**src/rtl/bcd_count_mux.sv**
```systemverilog
// bcd_count_mux: N-digit BCD up/down counter with programmable prescaler and multiplexed digit scanner
module bcd_count_mux #(
  parameter int NUM_DIGITS = 4,
  parameter int CNT_WIDTH  = 24,
  parameter int MAX_COUNT  = 10_000_000,
  parameter int SCAN_DIV   = 1000
) (
  input  logic                    clk,
  input  logic                    reset,
  input  logic                    enable,
  input  logic                    up_down,
  input  logic                    load,
  input  logic [4*NUM_DIGITS-1:0] load_value,
  input  logic [CNT_WIDTH-1:0]    compare_in,
  output logic [4*NUM_DIGITS-1:0] digits,
  output logic                    tick,
  output logic                    carry,
  output logic [CNT_WIDTH-1:0]    prescale,
  output logic [NUM_DIGITS-1:0]   scan_sel,
  output logic [3:0]              scan_digit
);
  localparam int DW = 4 * NUM_DIGITS;
  localparam int IW = NUM_DIGITS > 1 ? $clog2(NUM_DIGITS) : 1;
  logic [CNT_WIDTH-1:0] compare;
  logic [DW-1:0]        step_val, load_val;
  logic                 wrap, scan_end;
  logic [15:0]          scan_cnt;
  logic [IW-1:0]        idx, idx_n;
  assign compare  = compare_in == '0 ? CNT_WIDTH'(MAX_COUNT) : compare_in;
  assign scan_end = scan_cnt == 16'(SCAN_DIV - 1);
  assign idx_n    = scan_end ? (idx == IW'(NUM_DIGITS - 1) ? '0 : idx + IW'(1)) : idx;
  // Ripple +1/-1 through the digits; wrap survives only if every digit rolls over. Load nibbles clamp to 9.
  always_comb begin
    step_val = digits;
    load_val = load_value;
    wrap     = 1'b1;
    for (int i = 0; i < NUM_DIGITS; i++) begin
      step_val[4*i +: 4] = !wrap ? digits[4*i +: 4] :
                           up_down ? (digits[4*i +: 4] == 4'd9 ? 4'd0 : digits[4*i +: 4] + 4'd1) :
                                     (digits[4*i +: 4] == 4'd0 ? 4'd9 : digits[4*i +: 4] - 4'd1);
      wrap = wrap && digits[4*i +: 4] == (up_down ? 4'd9 : 4'd0);
      load_val[4*i +: 4] = load_value[4*i +: 4] > 4'd9 ? 4'd9 : load_value[4*i +: 4];
    end
  end
  // Prescaler and counter: load beats step, step fires when prescale has reached compare.
  always_ff @(posedge clk) begin
    if (reset) begin
      digits   <= '0;
      prescale <= '0;
      tick     <= 1'b0;
      carry    <= 1'b0;
    end else if (load) begin
      digits   <= load_val;
      prescale <= '0;
      tick     <= 1'b0;
      carry    <= 1'b0;
    end else if (enable && prescale >= compare) begin
      digits   <= step_val;
      prescale <= '0;
      tick     <= 1'b1;
      carry    <= wrap;
    end else begin
      prescale <= enable ? prescale + CNT_WIDTH'(1) : prescale;
      tick     <= 1'b0;
      carry    <= 1'b0;
    end
  end
  // Free-running scanner; outputs follow the next index so select and digit stay aligned.
  always_ff @(posedge clk) begin
    if (reset) begin
      scan_cnt   <= '0;
      idx        <= '0;
      scan_sel   <= NUM_DIGITS'(1);
      scan_digit <= '0;
    end else begin
      scan_cnt   <= scan_end ? '0 : scan_cnt + 16'd1;
      idx        <= idx_n;
      scan_sel   <= NUM_DIGITS'(1) << idx_n;
      scan_digit <= digits[{idx_n, 2'b00} +: 4];
    end
  end
endmodule

```
**config.mk**
```make
export PLATFORM = sky130hd
export DESIGN_NAME = bcd_count_mux
export DESIGN_NICKNAME = d
export VERILOG_FILES = /design/src/rtl/bcd_count_mux.sv
export SDC_FILE = /design/constraint.sdc
export NUM_CORES = 1
export LEC_CHECK = 0
export ABC_AREA = 1
export CELL_PAD_IN_SITES_DETAIL_PLACEMENT = 1
export CELL_PAD_IN_SITES_GLOBAL_PLACEMENT = 1
export CORE_MARGIN = 3
export CORE_UTILIZATION = 33
export DETAILED_ROUTE_END_ITERATION = 10
export PLACE_DENSITY_LB_ADDON = 0.1
export SYNTH_ARGS = -nofsm -noshare
export SYNTH_HDL_FRONTEND = slang
export SYNTH_SLANG_ARGS = --single-unit
```
**constraint.sdc**
```tcl
create_clock -name clk -period 2.75 [get_ports clk]
set_input_delay 0.55 -clock clk [delete_from_list [all_inputs] [get_ports clk]]
set_output_delay 0.55 -clock clk [all_outputs]
set_load 0.02 [all_outputs]
```
# Word level (Yosys, flattened, before mapping)
# Index checks and enable logic that the tools add are counted.
# op_classes
n_addsub,11
n_lt_le_gt_ge,5
eq_ne,10
shift,2
n_mux,26
bitwise_logic,1
n_reduce_logical,20
# op_table
op,count
$mux W4,20
$mux W16,2
$add A24 B1 Y24 const B,1
$ge A24 B24 Y1,1
$logic_not A24 Y1,1
$mux W24,1
$add A16 B1 Y16 const B,1
$add A4 B1 Y4 const B,4
$eq A16 B10 Y1 const B,1
$eq A4 B4 Y1,4
$eq A4 B4 Y1 const B,4
$gt A4 B4 Y1 const B,4
$logic_not A4 Y1,4
$shiftx A16 B5 Y4,1
$sub A4 B1 Y4 const B,4
$reduce_bool A2 Y1,4
$reduce_and A2 Y1,3
$reduce_or A3 Y1,2
$logic_and A1 B1 Y1,4
$mux W2,2
$reduce_or A2 Y1,2
$shl A1 B2 Y4 const A,1
$add A2 B1 Y2 const B,1
$eq A2 B2 Y1 const B,1
2 further kinds,2
# totals
reg_bits,68
in_bits,45
out_inout_bits,50
word_cells,86

# Depth between registers and ports, before layout
# Gate-level depths: netlist of the first run.
# depth
ltp_word,7
ltp_mapped,21
mapped_depth_nobuf,20

# Least setup slack after synthesis of the first run
# OpenSTA, ideal clock, no wires.
# synth_path
path_kind,input port to flip-flop
startpoint,in compare_in[8]
endpoint,reg prescale[19]
setup_time_ns,0.115
arrival_ns,2.560
required_time_ns,2.635
slack_ns,0.075
cell_stages,17
path_buffers,1
path_cell_list,nor4_1 > nand4_1 > nor2_1 > nor2_1 > ha_1 > nand2_1 > nor2_1 > nand4_1 > nor2_1 > nand2_1 > nand2_2 > nand2_2 > nand2_2 > inv_2 > nand2_4 > buf_6 > nor2_1
# synth_between
elab_chain_cells,5
# synth_lines
item,line_no,source
from (decl),14,"input logic [CNT_WIDTH-1:0] compare_in,"
$logic_not A24 Y1,29,assign compare = compare_in == '0 ? CNT_WIDTH'(MAX_COUNT) : compare_in;
$mux W24 *,29,
$ge A24 B24 Y1 *,57,end else if (enable && prescale >= compare) begin
$logic_and A1 B1 Y1 *,57,
$reduce_or A3 Y1 (no line) *,n/a,
to (signal assigned),63,prescale <= enable ? prescale + CNT_WIDTH'(1) : prescale;
to (decl),18,"output logic [CNT_WIDTH-1:0] prescale,"
# Every way passes the cells marked *; elsewhere a longest branch is shown, timed or not.
# A chain may end at the register's enable or synchronous reset.

# Worst setup path after layout of the first run
# layout_path
startpoint,in compare_in[11]
endpoint,reg digits[1]
# layout_between
elab_chain_cells,5
# layout_lines
item,line_no,source
$logic_not A24 Y1,29,
$mux W24 *,29,
$ge A24 B24 Y1 *,57,
$logic_and A1 B1 Y1 *,57,
$reduce_bool A2 Y1 (no line) *,n/a,
to (signal assigned),53,digits <= load_val;
to (signal assigned),58,digits <= step_val;
to (decl),15,"output logic [4*NUM_DIGITS-1:0] digits,"
# Marked as above.

==> results of run 1 <==
## sequential cells by signal, summed over array words and instances (netlist names)
name	flops
tick	1
carry	1
digits	16
scan_digit	4
idx	2
scan_sel	4
prescale	24
scan_cnt	16
## where the power goes
group	total [mW]	leakage (nW)	internal (mW)	switching [mW]
clock network	1.32	0.167	0.887	0.435
logic	0.456	2.01	0.202	0.254
registers	1.05	0.552	1.01	0.0387
total	2.83	2.73	2.10	0.728
## worst max-delay path by stage
stage	startpoint	end	slack (ps)	cells after the start
2_1_floorplan	compare_in[8]	prescale[19]	80	17
3_3_place_gp	compare_in[8]	prescale[12]	-670	19
3_5_place_dp	compare_in[13]	prescale[12]	-840	19
4_1_cts	compare_in[23]	digits[1]	0.8	21
5_1_grt	compare_in[2]	digits[4]	-140	20
6_report	compare_in[11]	digits[1]	50	19
## cells in the final DEF (no fill, tap or decap), types with 12 or more instances in the layout
| master | Yosys | routed |
|---|---|---|
| buf_4 | 0 | 30 |
| nand3_1 | 52 | 45 |
| a21oi_1 | 43 | 35 |
| nand2_1 | 151 | 133 |
| nor2_1 | 101 | 81 |
| dfxtp_1 | 68 | 68 |
| ha_1 | 27 | 20 |
| nor2_2 | 6 | 15 |
| xor2_1 | 18 | 18 |
| nand2_2 | 8 | 19 |
| nor3_1 | 17 | 15 |
| clkdlybuf4s50_1 | 0 | 70 |
| o21ai_0 | 24 | 22 |
| nand4_1 | 12 | 12 |
| inv_1 | 85 | 82 |
## logic make-up after synthesis
group                      Yosys count  synth area share
xor gates and xnor gates            25            0.0485
DFF                                 68             0.301
and+or+nand+nor                    376             0.373
buffers and inverters              104            0.0928
AOI/OAI and AO/OA                   89             0.110
adders and majority gates           27            0.0748
## layout make-up
class / instances / area (um2)
clock buffer: 10 / 229
clock inverter: 6 / 113
fill: 1690 / 6670
inverter: 87 / 339
multi-input combinational: 518 / 3160
sequential: 68 / 1360
tap: 176 / 220
timing repair buffer: 128 / 1200
## cells in the mapped netlist (all sizes together) (2+ instances only)
cell type,instances,area share
a21o,2,0.0033
ha,27,0.075
nor3b,2,0.0033
buf,8,0.013
o31ai,2,0.0033
nand4,12,0.017
nor4,13,0.019
dfxtp,68,0.30
clkbuf,9,0.0078
xnor2,7,0.014
nor3,22,0.031
xor2,18,0.035
or2,2,0.0028
nor2,107,0.092
inv,86,0.071
o211ai,6,0.010
a21oi,44,0.050
nand2,160,0.14
a31oi,4,0.0055
o21ai,25,0.028
a211oi,2,0.0033
nand3,55,0.064
## critical path, delay by kind of cell
kind            cells  cell delay (ps)
simple gates       11             1170
buf+inv             5              600
compound gates      2              350
fa+ha+maj           1              290
## timing repair
item	4_1_cts	5_1_grt
gates cloned	1	0
setup endpoints to repair	42	42
gates resized for setup	93	86
setup buffers	3	0
pin swaps	18	27
## per-layer routing
metal | GRT usage | part of all wire
met3 | 0.0416 | 0.034
met5 | 0 | 0
met4 | 0.0547 | 0.015
met1 | 0.269 | 0.45
met2 | 0.350 | 0.50
## per-stage QoR
stage	setup TNS [ps]	hold WS, ps	setup WS [ps]
6_report	0	466	53.4
3_3_place_gp	-26940	442	-674
4_1_cts	0	480	0.842
5_1_grt	-2680	508	-144
2_1_floorplan	0	429	75.0
3_5_place_dp	-33000	466	-837
==> results_dict.tcl, run 1 <==
set metrics [dict create \
    dpl.cell_count 973 \
    overflow 0 \
    gp_congestion 0.857 \
    clock.fmax_mhz 371 \
    grt_max_degree 23 \
    hold_viol_final 0 \
    wl_um 15900 \
    holdPathEnd "scan_cnt[0]" \
    slowest_stage "ha_1" \
    rr_startpoint "digits[0]" \
    ys_ff_latch 68 \
    coreArea_mm2 0.0133 \
    root_buffer "clkbuf_16" \
    clockBufferDepth 2 \
    final_core_util 0.498 \
    nets 884 \
    clk_latency_ps 330 \
    skew_ps 5.94 \
    final_cell_area_mm2 0.00662 \
    dieWidth_um 123 \
    grt_pass1_wl_um 25100 \
    routed_via_density 5.07 \
    synthCells 689 \
    relSlewSlack 0.578 \
    area_growth_pct 46.6 \
    antennaDiodeCount 0 \
    seq_area_frac_synth 0.301 \
    drc 0 \
    setup_violations 0 \
    placed_cell_area_mm2 0.00582 \
    yosysWarnings 0 \
    fin_crit_sh 0.981 \
    endpoint_kind "register" \
    clk_pin_slew_ps 60 \
    cp_max_fo 4 \
    cts.htree.levels 3 \
    whs_path_depth 1 \
    finalPower_mw 2.83 \
    async_flop_share 0 \
    reg2reg_slack_ps 740 \
    maxCapViolations 0 \
    ys.flop_type "dfxtp_1" \
    leakagePower_nw 2.73 \
    grt_pass1_vias 5257 \
    hold_path.class "register to register" \
    powerDensity_mw_per_mm2 427 \
    dpl.hpwl_um 11900 \
    hold_buffers 0 \
    slowest_delay_ps 290 \
    io_pins 95 \
    antenna_found_initial 0 \
    rsz0062_at_grt "true" \
    die-area_mm2 0.0151 \
    syn_area_mm2 0.00452 \
    avgSynthCellArea_um2 6.56 \
    cp.arrival_ps 2960 \
    grt_usage 0.207 \
    cp_cell_sequence "buf_6 > nor4_4 > buf_4 > nand4_1 > nor2_2 > buf_4 > nor2_1 > ha_1 > a21o_1 > nor2_2 > nand2_2 > a21oi_2 > nand2_4 > nand2_4 > nand2_4 > inv_8 > buf_6 > nor2_4 > nor2_2" \
    crit_type "input port to register" \
    finalNonFillerCells 993 \
    final_layout_size_suffix_gt1_frac 0.201 \
    reg2reg_depth 10 \
    slew_viol_final 0 \
    die_height_um 123 \
    hold_path_startpoint "scan_cnt[0]" \
    numCtsBuffers 9 \
    dr_total_vias 5037 \
    start_kind "input port" \
    wl_per_cell_um 16.0 \
    crit_required_ps 3010 \
    drtPass1Iterations 4 \
    syn-num-nets 761 \
    cts.sinks 68 \
    synth_cell_type_count 44 \
    fp-row-count 42 \
    portBuffers 94 \
    first_iter_violations 252 \
    fin_crit_ps 2700 \
    status "completed" \
    initial_core_util 0.340 \
    synth-edff-count 0 \
    r2r_end "digits[15]" \
    cts_tree "built" \
    ant_nets 0 \
    peakVddDrop_uv 302 \
    worst_pin_slew_ps 632 \
]
Note: power is estimated with default switching activity, not from simulation.
==> run 2: changes to the inputs <==
--- a/config.mk
+++ b/config.mk
@@ -11,6 +11,7 @@
 export CORE_MARGIN = 3
 export CORE_UTILIZATION = 33
 export DETAILED_ROUTE_END_ITERATION = 10
+export HOLD_SLACK_MARGIN = 0.03
 export PLACE_DENSITY_LB_ADDON = 0.1
 export SYNTH_ARGS = -nofsm -noshare
 export SYNTH_HDL_FRONTEND = slang
==> results of run 2 <==
Final layout, timing and power as in run 1 (identical DEF).
